[config.mk]
export PLATFORM = sky130hd
export DESIGN_NAME = i2c_cmd_arbiter
export DESIGN_NICKNAME = d
export VERILOG_FILES = /design/src/rtl/i2c_cmd_arbiter.sv
export SDC_FILE = /design/constraint.sdc
export NUM_CORES = 1
export LEC_CHECK = 0
export BUFFER_PORTS_ARGS = -buffer_cell sky130_fd_sc_hd__buf_4
export CAP_MARGIN = 20
export CORE_UTILIZATION = 47
export CTS_CLUSTER_SIZE = 20
export DETAILED_ROUTE_END_ITERATION = 7
export PLACE_DENSITY = 0.71
export SYNTH_ARGS = -nofsm -noshare
export SYNTH_HDL_FRONTEND = slang
export SYNTH_SLANG_ARGS = --single-unit
[constraint.sdc]
create_clock -name clock_50m -period 2.74 [get_ports clock_50m]
set_clock_uncertainty 0.2 [all_clocks]
set_input_delay 0.411 -clock clock_50m [delete_from_list [all_inputs] [get_ports clock_50m]]
set_output_delay 0.411 -clock clock_50m [all_outputs]
set_load 0.005 [all_outputs]
[src/rtl/i2c_cmd_arbiter.sv]
// i2c_cmd_arbiter: shares one i2c_com write master between two register-write ports.
// Define I2C_ARB_RR_EN for round-robin grant; default build is fixed priority (port 0).
module i2c_cmd_arbiter #(
  parameter logic [7:0] DEV_ADDR  = 8'h34,
  parameter int         CLK_DIV   = 1249,
  parameter int         MAX_RETRY = 3,
  parameter int         TIMEOUT   = 64
) (
  input  logic        clock_50m,
  input  logic        reset_n,
  input  logic        req0_valid,
  input  logic [15:0] req0_data,
  output logic        req0_done,
  output logic        req0_err,
  input  logic        req1_valid,
  input  logic [15:0] req1_data,
  output logic        req1_done,
  output logic        req1_err,
  output logic        i2c_clk,
  output logic [23:0] i2c_data,
  output logic        i2c_start,
  input  logic        i2c_tr_end,
  input  logic        i2c_ack,
  output logic        busy
);

  localparam int CW = $clog2(CLK_DIV + 2);
  localparam int RW = $clog2(MAX_RETRY + 2);
  localparam int TW = $clog2(TIMEOUT + 2);

  localparam logic [2:0] IDLE    = 3'd0;
  localparam logic [2:0] LAUNCH  = 3'd1;
  localparam logic [2:0] WAIT    = 3'd2;
  localparam logic [2:0] RELEASE = 3'd3;
  localparam logic [2:0] DONE    = 3'd4;

  logic [CW-1:0] cnt_q, cnt_d;
  logic          i2c_clk_q, i2c_clk_d;
  logic [2:0]    state_q, state_d;
  logic          grant_q, grant_d;
  logic [23:0]   data_q, data_d;
  logic          start_q, start_d;
  logic [RW-1:0] retry_q, retry_d;
  logic [TW-1:0] to_q, to_d;
  logic          res_q, res_d;
  logic          pulsed_q, pulsed_d;
  logic          done0_q, done0_d;
  logic          done1_q, done1_d;
  logic          err0_q, err0_d;
  logic          err1_q, err1_d;
  logic          tr_s1_q, tr_s2_q;
  logic          ack_s1_q, ack_s2_q;
  logic          wrap, tick, pick;
`ifdef I2C_ARB_RR_EN
  logic          rr_last_q, rr_last_d;
`endif

  always_comb begin
    wrap      = cnt_q == CW'(CLK_DIV);
    tick      = wrap & i2c_clk_q;
    cnt_d     = wrap ? '0 : cnt_q + CW'(1);
    i2c_clk_d = i2c_clk_q ^ wrap;
`ifdef I2C_ARB_RR_EN
    pick = (req0_valid & req1_valid) ? ~rr_last_q : (req1_valid & ~req0_valid);
`else
    pick = ~req0_valid;
`endif
  end

  // FSM steps only on the i2c_clk falling tick so i2c_com sees stable inputs at rise
  always_comb begin
    state_d  = state_q;
    grant_d  = grant_q;
    data_d   = data_q;
    start_d  = start_q;
    retry_d  = retry_q;
    to_d     = to_q;
    res_d    = res_q;
    pulsed_d = pulsed_q;
    done0_d  = 1'b0;
    done1_d  = 1'b0;
    err0_d   = 1'b0;
    err1_d   = 1'b0;
`ifdef I2C_ARB_RR_EN
    rr_last_d = rr_last_q;
`endif
    if (tick) begin
      case (state_q)
        IDLE: if (req0_valid | req1_valid) begin
          grant_d = pick;
          data_d  = {DEV_ADDR, pick ? req1_data : req0_data};
          retry_d = '0;
          state_d = LAUNCH;
`ifdef I2C_ARB_RR_EN
          rr_last_d = pick;
`endif
        end
        LAUNCH: begin
          start_d = 1'b1;
          to_d    = '0;
          state_d = WAIT;
        end
        WAIT: begin
          if (tr_s2_q) begin
            start_d = 1'b0;
            if (!ack_s2_q) begin
              res_d    = 1'b0;
              pulsed_d = 1'b0;
              state_d  = DONE;
            end else if (retry_q < RW'(MAX_RETRY)) begin
              retry_d = retry_q + RW'(1);
              state_d = RELEASE;
            end else begin
              res_d    = 1'b1;
              pulsed_d = 1'b0;
              state_d  = DONE;
            end
          end else if (to_q == TW'(TIMEOUT - 1)) begin
            start_d  = 1'b0;
            res_d    = 1'b1;
            pulsed_d = 1'b0;
            state_d  = DONE;
          end else begin
            to_d = to_q + TW'(1);
          end
        end
        RELEASE: if (!tr_s2_q) state_d = LAUNCH;
        DONE: begin
          if (!pulsed_q) begin
            pulsed_d = 1'b1;
            done0_d  = ~grant_q;
            done1_d  = grant_q;
            err0_d   = ~grant_q & res_q;
            err1_d   = grant_q & res_q;
          end
          // wait for tr_end to clear so a stale level cannot end the next command
          if (!tr_s2_q) state_d = IDLE;
        end
        default: state_d = IDLE;
      endcase
    end
  end

  always_ff @(posedge clock_50m or negedge reset_n) begin
    if (!reset_n) begin
      cnt_q     <= '0;
      i2c_clk_q <= 1'b0;
      state_q   <= IDLE;
      grant_q   <= 1'b0;
      data_q    <= 24'h0;
      start_q   <= 1'b0;
      retry_q   <= '0;
      to_q      <= '0;
      res_q     <= 1'b0;
      pulsed_q  <= 1'b0;
      done0_q   <= 1'b0;
      done1_q   <= 1'b0;
      err0_q    <= 1'b0;
      err1_q    <= 1'b0;
      tr_s1_q   <= 1'b0;
      tr_s2_q   <= 1'b0;
      ack_s1_q  <= 1'b0;
      ack_s2_q  <= 1'b0;
`ifdef I2C_ARB_RR_EN
      rr_last_q <= 1'b1;
`endif
    end else begin
      cnt_q     <= cnt_d;
      i2c_clk_q <= i2c_clk_d;
      state_q   <= state_d;
      grant_q   <= grant_d;
      data_q    <= data_d;
      start_q   <= start_d;
      retry_q   <= retry_d;
      to_q      <= to_d;
      res_q     <= res_d;
      pulsed_q  <= pulsed_d;
      done0_q   <= done0_d;
      done1_q   <= done1_d;
      err0_q    <= err0_d;
      err1_q    <= err1_d;
      tr_s1_q   <= i2c_tr_end;
      tr_s2_q   <= tr_s1_q;
      ack_s1_q  <= i2c_ack;
      ack_s2_q  <= ack_s1_q;
`ifdef I2C_ARB_RR_EN
      rr_last_q <= rr_last_d;
`endif
    end
  end

  assign req0_done = done0_q;
  assign req0_err  = err0_q;
  assign req1_done = done1_q;
  assign req1_err  = err1_q;
  assign i2c_clk   = i2c_clk_q;
  assign i2c_data  = data_q;
  assign i2c_start = start_q;
  assign busy      = state_q != IDLE;

endmodule
==> out/metrics.cfg, run 1 <==
[global_routing]
grt_max_degree=55
gr-total-overflow=0
track_usage_pct=18.1
grt_pass1_wl_mm=8.46
grt_pass1_vias=1837
antenna_found_initial=0

[cells_and_area]
instances_no_fill=389
num-fill-cells=434
area_delta_synth_final_pct=28.3
nets=363
antennaDiodeCount=0
drive_gt1_share_pct=29.5
post-route-util_pct=64.2

[power_and_ir_drop]
power_density_nw_per_um2=421
p_leak_nw=1.62
vdd_drop_max_mv=0.305

[clock_network]
cts-root-buf=clkbuf_8
htreeDepth=2
clk_latency_ns=0.30
clock_path_buffers=2
clkTransAtPathRegs_ns=0.10
cts_sinks=54
cts_tree=built
numCtsBuffers=5

[placement]
io_buffer_count=63
dpl.hpwl_mm=3.55
globalplace.congestion=0.765
dpl.cell_count=375

[run_status]
status=completed

[sta]
grt_setup_unrepaired=false
min_period_over_period_pct=92.8
maxSlewViolCount=0
setup_violations=0
slew_headroom_pct=56.4
fmax_ghz=0.393
tightest_slew_ns=0.655
hold_violations=0
post-route-min-period_ns=2.54

[synth]
syn_avg_cell_area_um2=10.5
yosysWarnings=0
synth-async-reset-ratio_pct=100
synth_area_leaders=dfrtp_1, mux2i_1, nand2_1
synth_largest_area_cell=dfrtp_1
seq_area_frac_synth_pct=51.9
synth_ff_type=dfrtp_1
synth_edf_count=0
synth_area_um2=2600
syn_inst=249
synth-seq-cells=54
yosysUniqueCellTypes=48
synth_top_area_share_pct=51.9

[route]
wl_per_cell_um=13.5
drc=0
first_iter_violations=77
antenna_left=0
vias_per_cell=5.21
vias=2025
drt-pass1-iter-count=4
finalWirelength_mm=5.24

[worst_setup_path]
start_kind=flop
cp.required_ns=2.71
end_kind=flop
cp_data_arrival_time_ns=2.52
worst-path-max-fanout=16
r2r.worst_path.cells=8
critPathKind=reg2reg

[die]
die_x_um=76.4
io_pins=69
start_util_pct=50.0
fp.dieH_um=76.4
die_area_um2=5840
coreArea_um2=5200
std_cell_rows=26

[worst_hold_path]
hp-class=reg2reg
holdPathStages=0

[job]
max_cap_viol_count=0

-- cell type report --
cell class / count / area [µm²] / share of cell area, %
repair buffers: 73 / 556 / 16.6
clock buffers: 5 / 68.8 / 2.06
multi-input cells: 178 / 1210 / 36.3
flip-flops and latches: 54 / 1350 / 40.5
inverters: 7 / 26.3 / 0.787
well taps: 70 / 87.6 / 2.62
clock inverters: 2 / 38.8 / 1.16
-- metal layers --
| metal | GRT usage, % | part of all wire [%] | up-vias |
|---|---|---|---|
| met2 | 27.5 | 46 | 64 |
| met5 | 0 | 0 | - |
| li1 | - | - | 1004 |
| met1 | 24.7 | 46 | 951 |
| met4 | 4.42 | 0.80 | 0 |
| met3 | 6.47 | 6.8 | 6 |
-- final timing paths --
kind                            slack, ns          startpoint                      end
worst max-delay path                 0.20  cnt_q[3]$_DFF_PN0_  i2c_data[0]$_DFFE_PN0P_
worst min-delay path                 0.15   tr_s1_q$_DFF_PN0_        tr_s2_q$_DFF_PN0_
worst max register to register       0.20  cnt_q[3]$_DFF_PN0_  i2c_data[0]$_DFFE_PN0P_
worst min register to register       0.15   tr_s1_q$_DFF_PN0_        tr_s2_q$_DFF_PN0_
max in group asynchronous            1.43             reset_n      cnt_q[10]$_DFF_PN0_
min in group asynchronous            0.46             reset_n    i2c_start$_DFFE_PN0P_
-- cell usage after synthesis (5+ instances only) --
cell	number
mux2i_1	18
nand3_1	5
buf_4	8
dfrtp_1	54
nor2_1	14
inv_1	7
o21ai_0	20
and3_1	7
nor3_1	7
a21oi_1	8
ha_1	6
nand2_1	31
-- cells by family after synthesis --
family	count (synthesis)	synth area share (%)
multiplexers	19	7.35
AO/OA/AOI/OAI	47	12.0
XOR/XNOR	8	2.69
other	1	0.144
flip-flops	54	51.9
buffers and inverters	23	4.61
adder cells (fa/ha/maj)	6	2.88
AND/OR/NAND/NOR	91	18.5
-- flip-flops by register name, indices dropped and copies added, names as in the netlist --
name	cells
res_q	1
req0_done	1
i2c_start	1
i2c_clk	1
state_q	3
tr_s2_q	1
i2c_data	17
retry_q	3
req1_done	1
pulsed_q	1
grant_q	1
ack_s2_q	1
to_q	7
cnt_q	11
req0_err	1
ack_s1_q	1
req1_err	1
tr_s1_q	1
-- through the flow --
step / setup slack (ns) / hold WS [ns] / power (mW) / TNS, ns / instance area (µm²)
2_1_floorplan: -0.00617 / -0.0846 / 0.846 / -0.00617 / 2640
3_3_place_gp: 0.0558 / 0.133 / 0.900 / 0 / 3140
3_5_place_dp: -0.0445 / 0.136 / 0.900 / -0.412 / 3140
4_1_cts: 0.0149 / 0.159 / 1.42 / 0 / 3290
5_1_grt: 0.0547 / 0.168 / 1.47 / 0 / 3340
6_report: 0.198 / 0.155 / 1.41 / 0 / 3340
-- worst max-delay path, cell delays in order (launching register included) --
cell and delay (ns):
dfrtp_1 0.42, or4b_4 0.56, nor4_4 0.26, ha_1 0.24, nor4b_4 0.18, buf_4 0.19, o21ai_2 0.18, nand2_1 0.12
o21ai_0 0.07
-- power by group --
part	internal, mW	switching [mW]	leakage (nW)	total [mW]
clock	0.269	0.250	0.0542	0.519
sequential	0.799	0.00247	0.715	0.802
combinational	0.0476	0.0386	0.849	0.0863
-- repair_timing --
action,4_1_cts,5_1_grt
pin swaps,0,2
endpoints found under the setup margin,16,22
gates cloned,0,2
gates resized for setup,1,2
hold endpoints to repair,56,0
setup buffers,0,2
hold buffers,3,0
-- placed cells by master, fill, tap and decap left out, types with 2 or more instances in the layout --
cell,n
inv_1,7
mux2i_1,18
nor4_1,2
and3_1,7
o21a_1,3
o21ai_0,20
dlygate4sd3_1,3
xor2_1,4
nor3_1,6
dfrtp_1,54
or3_1,2
or2_2,2
nor2_1,14
and2_1,3
clkbuf_8,5
a31oi_1,2
nor2b_1,2
o21ai_2,2
nand4_1,3
ha_1,5
xnor2_1,4
nand2b_1,3
a221oi_1,2
a221o_1,2
conb_1,5
nand3_1,5
a21oi_1,8
nand2_1,31
buf_4,70
No activity file was read; power rests on OpenSTA's default activity.
==> run 2, diff against run 1 <==
CORE_UTILIZATION = 49   (was 47)
CTS_BUF_LIST = sky130_fd_sc_hd__clkbuf_4 sky130_fd_sc_hd__clkbuf_8   (was unset)
PLACE_DENSITY = 0.74   (was 0.71)
==> run 2 against run 1 <==
Die area fell by 4.0%. Total power grew 1.5%. Sequential power about the same. Sequential share of layout area shrank 0.076 points. Non-clock buffer count increased by 1. Largest power group unchanged. Combinational power up 0.5%. Wire length up 1.4%. Hold slack about the same. Count of clock-buffer cells in the layout rose by 1.
==> out/metrics.cfg, run 2 (synthesis results as in run 1) <==
[run_status]
status=completed

[sta]
hold_violations=0
grt_setup_unrepaired=false
tightest_slew_ns=0.663
post-route-min-period_ns=2.59
fmax_ghz=0.386
setup_violations=0
maxSlewViolCount=0
slew_headroom_pct=55.8
min_period_over_period_pct=94.4
tns_ns=0

[cells_and_area]
regArea_um2=1350
post-route-util_pct=65.5
final_cell_mix=buf_4, dfrtp_1, nand2_1
final_common_cell=buf_4
largest_reg_flops=17
area_delta_synth_final_pct=28.5
nets=363
num-fill-cells=435
multi_input_area_um2=1200
instances_no_fill=390
antennaDiodeCount=0
drive_gt1_share_pct=30.0

[clock_network]
htreeDepth=2
cts-root-buf=clkbuf_8
numCtsBuffers=5
cts_tree=built
clock_path_buffers=2
clk_latency_ns=0.30
clkTransAtPathRegs_ns=0.10
cts_sinks=54

[power_and_ir_drop]
vdd_drop_max_mv=0.275
p_leak_nw=1.62
p_total_mw=1.43
power_density_nw_per_um2=427

[worst_setup_path]
crit_cells=7
critPathKind=reg2reg
cp_data_arrival_time_ns=2.59
critPathTopFamily=simple AND/OR/NAND/NOR gates
timing.rr.start=cnt_q[3]$_DFF_PN0_
cpMaxStageDelayCell=or4b_4
r2r.worst_path.cells=7
cp.required_ns=2.74
end_kind=flop
path_cells=or4b_4, nor4_4, ha_2, nor2b_2, buf_4, o21ai_1, a221o_1
crit_path_end=to_q[4]$_DFFE_PN0P_
start_kind=flop
crit_start=cnt_q[3]$_DFF_PN0_
ff2ff_setup_slack_ns=0.15
path_buf_inv=1
r2r_end=to_q[4]$_DFFE_PN0P_
worst-path-max-fanout=5
worst_path_largest_cell_delay_ns=0.56

[placement]
dpl.cell_count=375
dpl.hpwl_mm=3.71
globalplace.congestion=0.744
io_buffer_count=63

[worst_hold_path]
hp-class=reg2reg

[die]
coreArea_um2=5110
std_cell_rows=26
die_area_um2=5610
io_pins=69
fp.dieH_um=74.9
die_x_um=74.9
start_util_pct=51.0

[route]
finalWirelength_mm=5.31
wl_per_cell_um=13.6
drc=0
vias_per_cell=5.24
drt-pass1-iter-count=4
first_iter_violations=79
vias=2045
antenna_left=0

[global_routing]
track_usage_pct=20.5
grt_max_degree=55
grt_pass1_vias=1830
antenna_found_initial=0
gr-total-overflow=0
grt_pass1_wl_mm=8.55

[job]
max_cap_viol_count=0

==> run 2: what timing repair did <==
item,4_1_cts,5_1_grt
endpoints found under the setup margin,16,23
pin swaps,0,2
cloned,1,0
hold buffers,3,0
buffers inserted,0,3
hold endpoints to repair,56,0
resized for setup,2,2
==> run 2: area by class of cell <==
class | count | area share [%]
flip-flops and latches | 54 | 40.4
clock buffers | 6 | 2.28
repair buffers | 74 | 16.8
clock inverters | 2 | 1.12
multi-input cells | 177 | 36.0
inverters | 7 | 0.785
well taps | 70 | 2.62
==> run 2: per-stage QoR <==
| step | setup WS, ns | cell area (µm²) | hold slack, ns |
|---|---|---|---|
| floorplan | -0.00617 | 2640 | -0.0846 |
| global placement | 0.0611 | 3140 | 0.131 |
| detailed placement | -0.0634 | 3140 | 0.136 |
| CTS | 0.0306 | 3310 | 0.158 |
| global route | 0.00868 | 3350 | 0.161 |
| finish | 0.152 | 3350 | 0.155 |
==> run 2: metal layers <==
| layer | up-vias | global-route usage [%] | part of all wire (%) |
|---|---|---|---|
| met5 | - | 0 | 0 |
| met4 | 0 | 6.29 | 1.0 |
| met3 | 5 | 6.83 | 6.0 |
| met2 | 65 | 31.9 | 47 |
| met1 | 978 | 27.3 | 46 |
| li1 | 997 | - | - |
==> run 2: worst min-delay path by stage <==
| stage | startpoint | to | slack, ns | cells after the start |
|---|---|---|---|---|
| 4_1_cts | ack_s1_q$_DFF_PN0_ | ack_s2_q$_DFF_PN0_ | 0.16 | 0 |
| 5_1_grt | ack_s1_q$_DFF_PN0_ | ack_s2_q$_DFF_PN0_ | 0.16 | 0 |
| 2_1_floorplan | reset_n | ack_s1_q$_DFF_PN0_ | -0.08 | 0 |
| 6_report | ack_s1_q$_DFF_PN0_ | ack_s2_q$_DFF_PN0_ | 0.16 | 0 |
| 3_3_place_gp | ack_s1_q$_DFF_PN0_ | ack_s2_q$_DFF_PN0_ | 0.13 | 0 |
| 3_5_place_dp | ack_s1_q$_DFF_PN0_ | ack_s2_q$_DFF_PN0_ | 0.14 | 0 |
==> run 2: report_power, final <==
| part | switching, mW | internal (mW) |
|---|---|---|
| Clock | 0.256 | 0.283 |
| Combinational | 0.0390 | 0.0476 |
| Sequential | 0.00242 | 0.799 |
